`config.mk`:
```
export PLATFORM = sky130hd
export DESIGN_NAME = smc_frame_collector
export DESIGN_NICKNAME = d
export VERILOG_FILES = /design/src/rtl/smc_pkg.sv /design/src/rtl/smc_frame_collector.sv
export SDC_FILE = /design/constraint.sdc
export NUM_CORES = 1
export LEC_CHECK = 0
export ABC_CLOCK_PERIOD_IN_PS = 3200
export CAP_MARGIN = 5
export CELL_PAD_IN_SITES_DETAIL_PLACEMENT = 0
export CELL_PAD_IN_SITES_GLOBAL_PLACEMENT = 1
export CORE_UTILIZATION = 37
export DETAILED_ROUTE_END_ITERATION = 7
export PLACE_DENSITY_LB_ADDON = 0.1
export SYNTH_ARGS = -nofsm -noshare
export SYNTH_HDL_FRONTEND = slang
export SYNTH_SLANG_ARGS = --single-unit
```
`constraint.sdc`:
```
create_clock -name clk -period 3.2 [get_ports clk]
set_input_delay 0.96 -clock clk [delete_from_list [all_inputs] [get_ports clk]]
set_output_delay 0.96 -clock clk [all_outputs]
set_load 0.01 [all_outputs]
```
`src/rtl/smc_pkg.sv`:
```
// Shared constants, FSM state type and slot packing helper for the SMC frame collector.
package smc_pkg;

    localparam int NUM_DEV = 6;                 // transistors per frame
    localparam int DW      = 3;                 // width of W / V_GS / V_DS fields
    localparam int OW      = 8;                 // width of the SMC result
    localparam int CW      = $clog2(NUM_DEV);   // beat counter width
    localparam int BW      = NUM_DEV * DW;      // width of one parallel slot bus

    typedef enum logic [1:0] {
        IDLE    = 2'd0,
        COLLECT = 2'd1,
        EVAL    = 2'd2,
        OUT     = 2'd3
    } state_t;

    // Return bus with slot idx (bits [DW*idx+DW-1 : DW*idx]) replaced by val.
    function automatic logic [BW-1:0] put_slot(input logic [BW-1:0] bus,
                                               input logic [CW-1:0] idx,
                                               input logic [DW-1:0] val);
        logic [BW-1:0] r;
        r = bus;
        r[DW*int'(idx) +: DW] = val;
        return r;
    endfunction

endpackage

```
`src/rtl/smc_frame_collector.sv`:
```
// Collects NUM_DEV transistor beats into stable parallel buses for the
// combinational SMC, captures its result one cycle after the last beat and
// returns it with a single-cycle out_valid strobe.
//
// Handshake: a beat is transferred on every rising edge where in_valid=1 and
// the block is in IDLE, COLLECT or OUT; there is no ready, so the source must
// deliver all NUM_DEV beats on consecutive cycles. A gap inside a frame aborts
// it (frame_err), and in_valid during EVAL is dropped (frame_err).
module smc_frame_collector
    import smc_pkg::*;
(
    input  logic          clk,
    input  logic          rst_n,
    input  logic          in_valid,
    input  logic [1:0]    mode_in,
    input  logic [DW-1:0] w_in,
    input  logic [DW-1:0] vgs_in,
    input  logic [DW-1:0] vds_in,
    input  logic [OW-1:0] smc_out_n,
    output logic [1:0]    mode_o,
    output logic [BW-1:0] w_bus,
    output logic [BW-1:0] vgs_bus,
    output logic [BW-1:0] vds_bus,
    output logic          busy,
    output logic          out_valid,
    output logic [OW-1:0] out_n,
    output logic          frame_err,
    output state_t        state
);

    logic [CW-1:0] beat_cnt;
    // An EVAL intrusion cannot be flagged in the OUT cycle because frame_err
    // and out_valid must never coincide; it is held here and flagged one
    // cycle after OUT instead.
    logic          err_pend;

    // Frame FSM with beat counter, slot register file and result register.
    always_ff @(posedge clk or negedge rst_n) begin
        if (!rst_n) begin
            state     <= IDLE;
            beat_cnt  <= '0;
            err_pend  <= 1'b0;
            mode_o    <= 2'b00;
            w_bus     <= '0;
            vgs_bus   <= '0;
            vds_bus   <= '0;
            busy      <= 1'b0;
            out_valid <= 1'b0;
            out_n     <= '0;
            frame_err <= 1'b0;
        end else begin
            out_valid <= 1'b0;
            frame_err <= 1'b0;
            out_n     <= '0;
            case (state)
                IDLE: begin
                    if (in_valid) begin
                        w_bus    <= put_slot(w_bus, '0, w_in);
                        vgs_bus  <= put_slot(vgs_bus, '0, vgs_in);
                        vds_bus  <= put_slot(vds_bus, '0, vds_in);
                        mode_o   <= mode_in;
                        beat_cnt <= CW'(1);
                        busy     <= 1'b1;
                        state    <= COLLECT;
                    end
                end
                COLLECT: begin
                    if (in_valid) begin
                        w_bus   <= put_slot(w_bus, beat_cnt, w_in);
                        vgs_bus <= put_slot(vgs_bus, beat_cnt, vgs_in);
                        vds_bus <= put_slot(vds_bus, beat_cnt, vds_in);
                        if (beat_cnt == CW'(NUM_DEV - 1)) begin
                            beat_cnt <= '0;
                            state    <= EVAL;
                        end else begin
                            beat_cnt <= beat_cnt + CW'(1);
                        end
                    end else begin
                        // Gap inside the frame: partial slots stay on the buses.
                        frame_err <= 1'b1;
                        beat_cnt  <= '0;
                        busy      <= 1'b0;
                        state     <= IDLE;
                    end
                end
                EVAL: begin
                    out_n     <= smc_out_n;
                    out_valid <= 1'b1;
                    busy      <= 1'b0;
                    err_pend  <= in_valid;
                    state     <= OUT;
                end
                OUT: begin
                    frame_err <= err_pend;
                    err_pend  <= 1'b0;
                    if (in_valid) begin
                        w_bus    <= put_slot(w_bus, '0, w_in);
                        vgs_bus  <= put_slot(vgs_bus, '0, vgs_in);
                        vds_bus  <= put_slot(vds_bus, '0, vds_in);
                        mode_o   <= mode_in;
                        beat_cnt <= CW'(1);
                        busy     <= 1'b1;
                        state    <= COLLECT;
                    end else begin
                        state <= IDLE;
                    end
                end
                default: state <= IDLE;
            endcase
        end
    end

endmodule

```
==> summary.txt <==
STA
  – Worst slew pin tran: 915 ps
  – Min cycle time layout: 2540 ps
  – # setup viols final: 0
  – Final worst-path setup slack: 661 ps
  – RSZ-0062 raised after global routing: no
  – Clock skew: 6.91 ps
  – Max-slew headroom: 39.0%
  – Max-slew violations: 0
  – Fin. Hold Viols: 0
  – Setup TNS: 0 ps
  – Max Clk Rate: 0.394 GHz
  – Final period util: 79.4%

Setup path
  – Crit. Startpoint: beat_cnt[0]
  – CP peak stage delay: 540 ps
  – Buffers plus inverters on the worst setup path: 1
  – Slowest-stage cell, CP: dfrtp_1
  – Worst Path Required: 3430 ps
  – Worst Path Max Fanout: 9
  – Capture point of the worst path: w_bus[2]
  – Reg2Reg Depth: 6
  – CP delay by family, top: flip-flops
  – R2R Setup Slk: 660 ps
  – Reg2reg start: beat_cnt[0]
  – Kind of critical path: reg -> reg
  – Critical path depth: 6
  – Startpoint Class: flip-flop
  – Arr. time, crit path: 2770 ps
  – Crit end category: flip-flop
  – Worst r2r dst: w_bus[2]
  – Worst path cell trace: inv_1 > ha_1 > nor4_1 > nand2_1 > a211oi_4 > mux2_2

Drt
  – Wire length per cell: 15.9 um
  – Drt drc: 0
  – Initial DRC Count: 85
  – DRT Pass-1 Iters: 4
  – Post-detailed-route count of antenna-violating nets: 0
  – Vias: 2349
  – Final wirelength: 7.53 mm
  – Vias per Instance: 4.97

Clock network
  – H-tree depth: 3
  – Clk sinks: 73
  – Clk pin slew, worst setup/hold paths: 80 ps
  – Total CTS buffers: 9
  – Post-CTS setup buffers: 0
  – CTS Buffer Depth: 2
  – Clock Latency Late Sink: 340 ps
  – Hold-fix buffer count after cts: 0
  – CTS root buffer: clkbuf_8
  – CTS tree: done
  – # resized after CTS: 0

Finish
  – Area delta synth->final: 37.4%
  – Final Util: 52.9%
  – Nets: 394
  – Fin cells: 473
  – Share of cells above drive strength 1: 12.2%
  – Ant diodes: 0
  – # fillers: 777

Yosys
  – Synth area leader: dfrtp_1
  – Top cells by area, synth: dfrtp_1 (57%), a22o_1 (6.9%), nand2_1 (4.7%)
  – Combinational family with the most area after synthesis: compound AO/OA/AOI/OAI gates
  – Multiplexer area fraction after synthesis: 8.26%
  – Mapped Cells: 269
  – Mapped Nets: 300
  – Synth top area share: 57.2%
  – Synth Register Bits: 73
  – Yosys Warn Count: 0
  – Ys async rst share: 100%
  – Adder-Cell Fraction of Synth Area: 3.53%
  – Avg Inst Size Synth: 11.9 um2
  – Post-synth EDFFs: 0
  – Compound-cell area share of the yosys netlist: 15.2%
  – Simple-gate share of the synthesized area: 10.8%
  – Xor-xnor portion of the synthesized cell area: 0.548%
  – Ys flop type: dfrtp_1
  – Yosys cell types: 36
  – Seq/Total Area, Yosys: 57.2%
  – Post-Syn Area: 3190 um2

Global route
  – Largest net degree at the start of global routing: 74
  – Vias in the first global route: 2261
  – Total global-route track usage: 18.1%
  – Total congestion overflow: 0
  – Global-route wire length before repair: 12.3 mm
  – Initial antenna violation count: 0

Placed design
  – Cell Count Post-Placement: 457
  – Port Buffers: 90
  – DP Worst Slack: 338 ps
  – Post-DP HPWL: 5.17 mm
  – Placer Congestion: 0.742

Floorplan
  – Die Area: 9010 um2
  – Starting Density: 38.5%
  – # rows: 33
  – Die height: 94.9 um
  – Die Width: 94.9 um
  – Core area: 8300 um2
  – I/O Pins: 91

Run
  – Number of max-cap violations: 0

Power
  – Worst vdd ir: 0.356 mV
  – PD cells: 873 nW/um2
  – Leak Pwr: 1.94 nW

Status
  – Status: completed

Min path
  – Worst hold path class: reg -> reg
## cell type report
class                           instances  area, um2  area share, %
Sequential cell                        73       1830           41.6
Clock buffer                           11        151           3.45
Inverter                               18       67.6           1.54
Tap cell                              105        131           2.99
Clock inverter                          5       37.5          0.855
Multi-Input combinational cell        164       1220           27.9
Timing Repair Buffer                   97        951           21.7
## per-layer routing
metal | share of wire (%) | routed length [um] | track usage [%]
met1 | 52 | 3920 | 28.1
met2 | 42 | 3160 | 24.5
met4 | 1.5 | 110 | 7.20
met3 | 4.6 | 344 | 3.22
met5 | 0 | 0 | 0
## worst min-delay path by stage
stage / startpoint / to / cells after the start
floorplan: err_pend / frame_err / 2
global placement: err_pend / frame_err / 2
detailed placement: vgs_bus[3] / vgs_bus[3] / 1
CTS: err_pend / frame_err / 2
global route: vgs_bus[17] / vgs_bus[17] / 1
finish: err_pend / frame_err / 2
## worst reg2reg max path, stage by stage, from the launching register on
cell	delay (ps)
dfrtp_1	540
inv_1	150
ha_1	380
nor4_1	270
nand2_1	130
a211oi_4	540
mux2_2	410
## logic make-up after synthesis
group | count (synthesis)
AO/OA/AOI/OAI | 55
XOR/XNOR | 2
adder cells (fa/ha/maj) | 9
buffers and inverters | 32
flip-flops | 73
multiplexers | 25
AND/OR/NAND/NOR | 73
## through the flow
stage               cell area (um2)  total power [W]  hold slack [ps]
floorplan                      3190          0.00241              452
global placement               4200          0.00314              469
detailed placement             4200          0.00317              485
CTS                            4390          0.00387              505
global route                   4390          0.00409              514
finish                         4390          0.00383              498
## cell usage in the layout (no fill, tap or decap), types with 2 or more instances in the layout
cell             synthesis  final
clkdlybuf4s50_1          0     89
dfrtp_1                 73     73
nand2_1                 40     40
a22o_1                  25     25
inv_1                   18     18
mux2i_1                 14     14
clkbuf_8                 0     11
mux2_2                  10     10
nand3_1                 10     10
o211ai_2                 9      9
ha_1                     9      9
and2_1                   8      8
buf_4                    0      8
a21oi_1                  5      5
o21ai_0                  4      4
nor2_1                   4      4
a21o_1                   4      4
a32o_1                   2      2
nor3_1                   2      2
nor2b_1                  2      2
clkinvlp_4               0      2
inv_6                    0      2
## registers in the layout, summed over array words and instances (netlist names), named ones only
name,count
beat_cnt,3
busy,1
err_pend,1
frame_err,1
mode_o,2
out_n,8
out_valid,1
state,1
vds_bus,18
vgs_bus,18
w_bus,18
## power breakdown
group          leakage [nW]  internal (W)  switching (W)
sequential            0.948       0.00119       0.000199
clock                0.0924      0.000328       0.000365
combinational         0.896      0.000904       0.000842
total                  1.94       0.00242        0.00141
## synthesized netlist by cell type, types with 5 or more instances
cell,instances
a22o_1,25
mux2i_1,14
clkbuf_1,10
o211ai_2,9
dfrtp_1,73
nand2_1,40
nand3_1,10
a21oi_1,5
ha_1,9
and2_1,8
mux2_2,10
inv_1,18
Note: power is estimated with default switching activity, not from simulation.
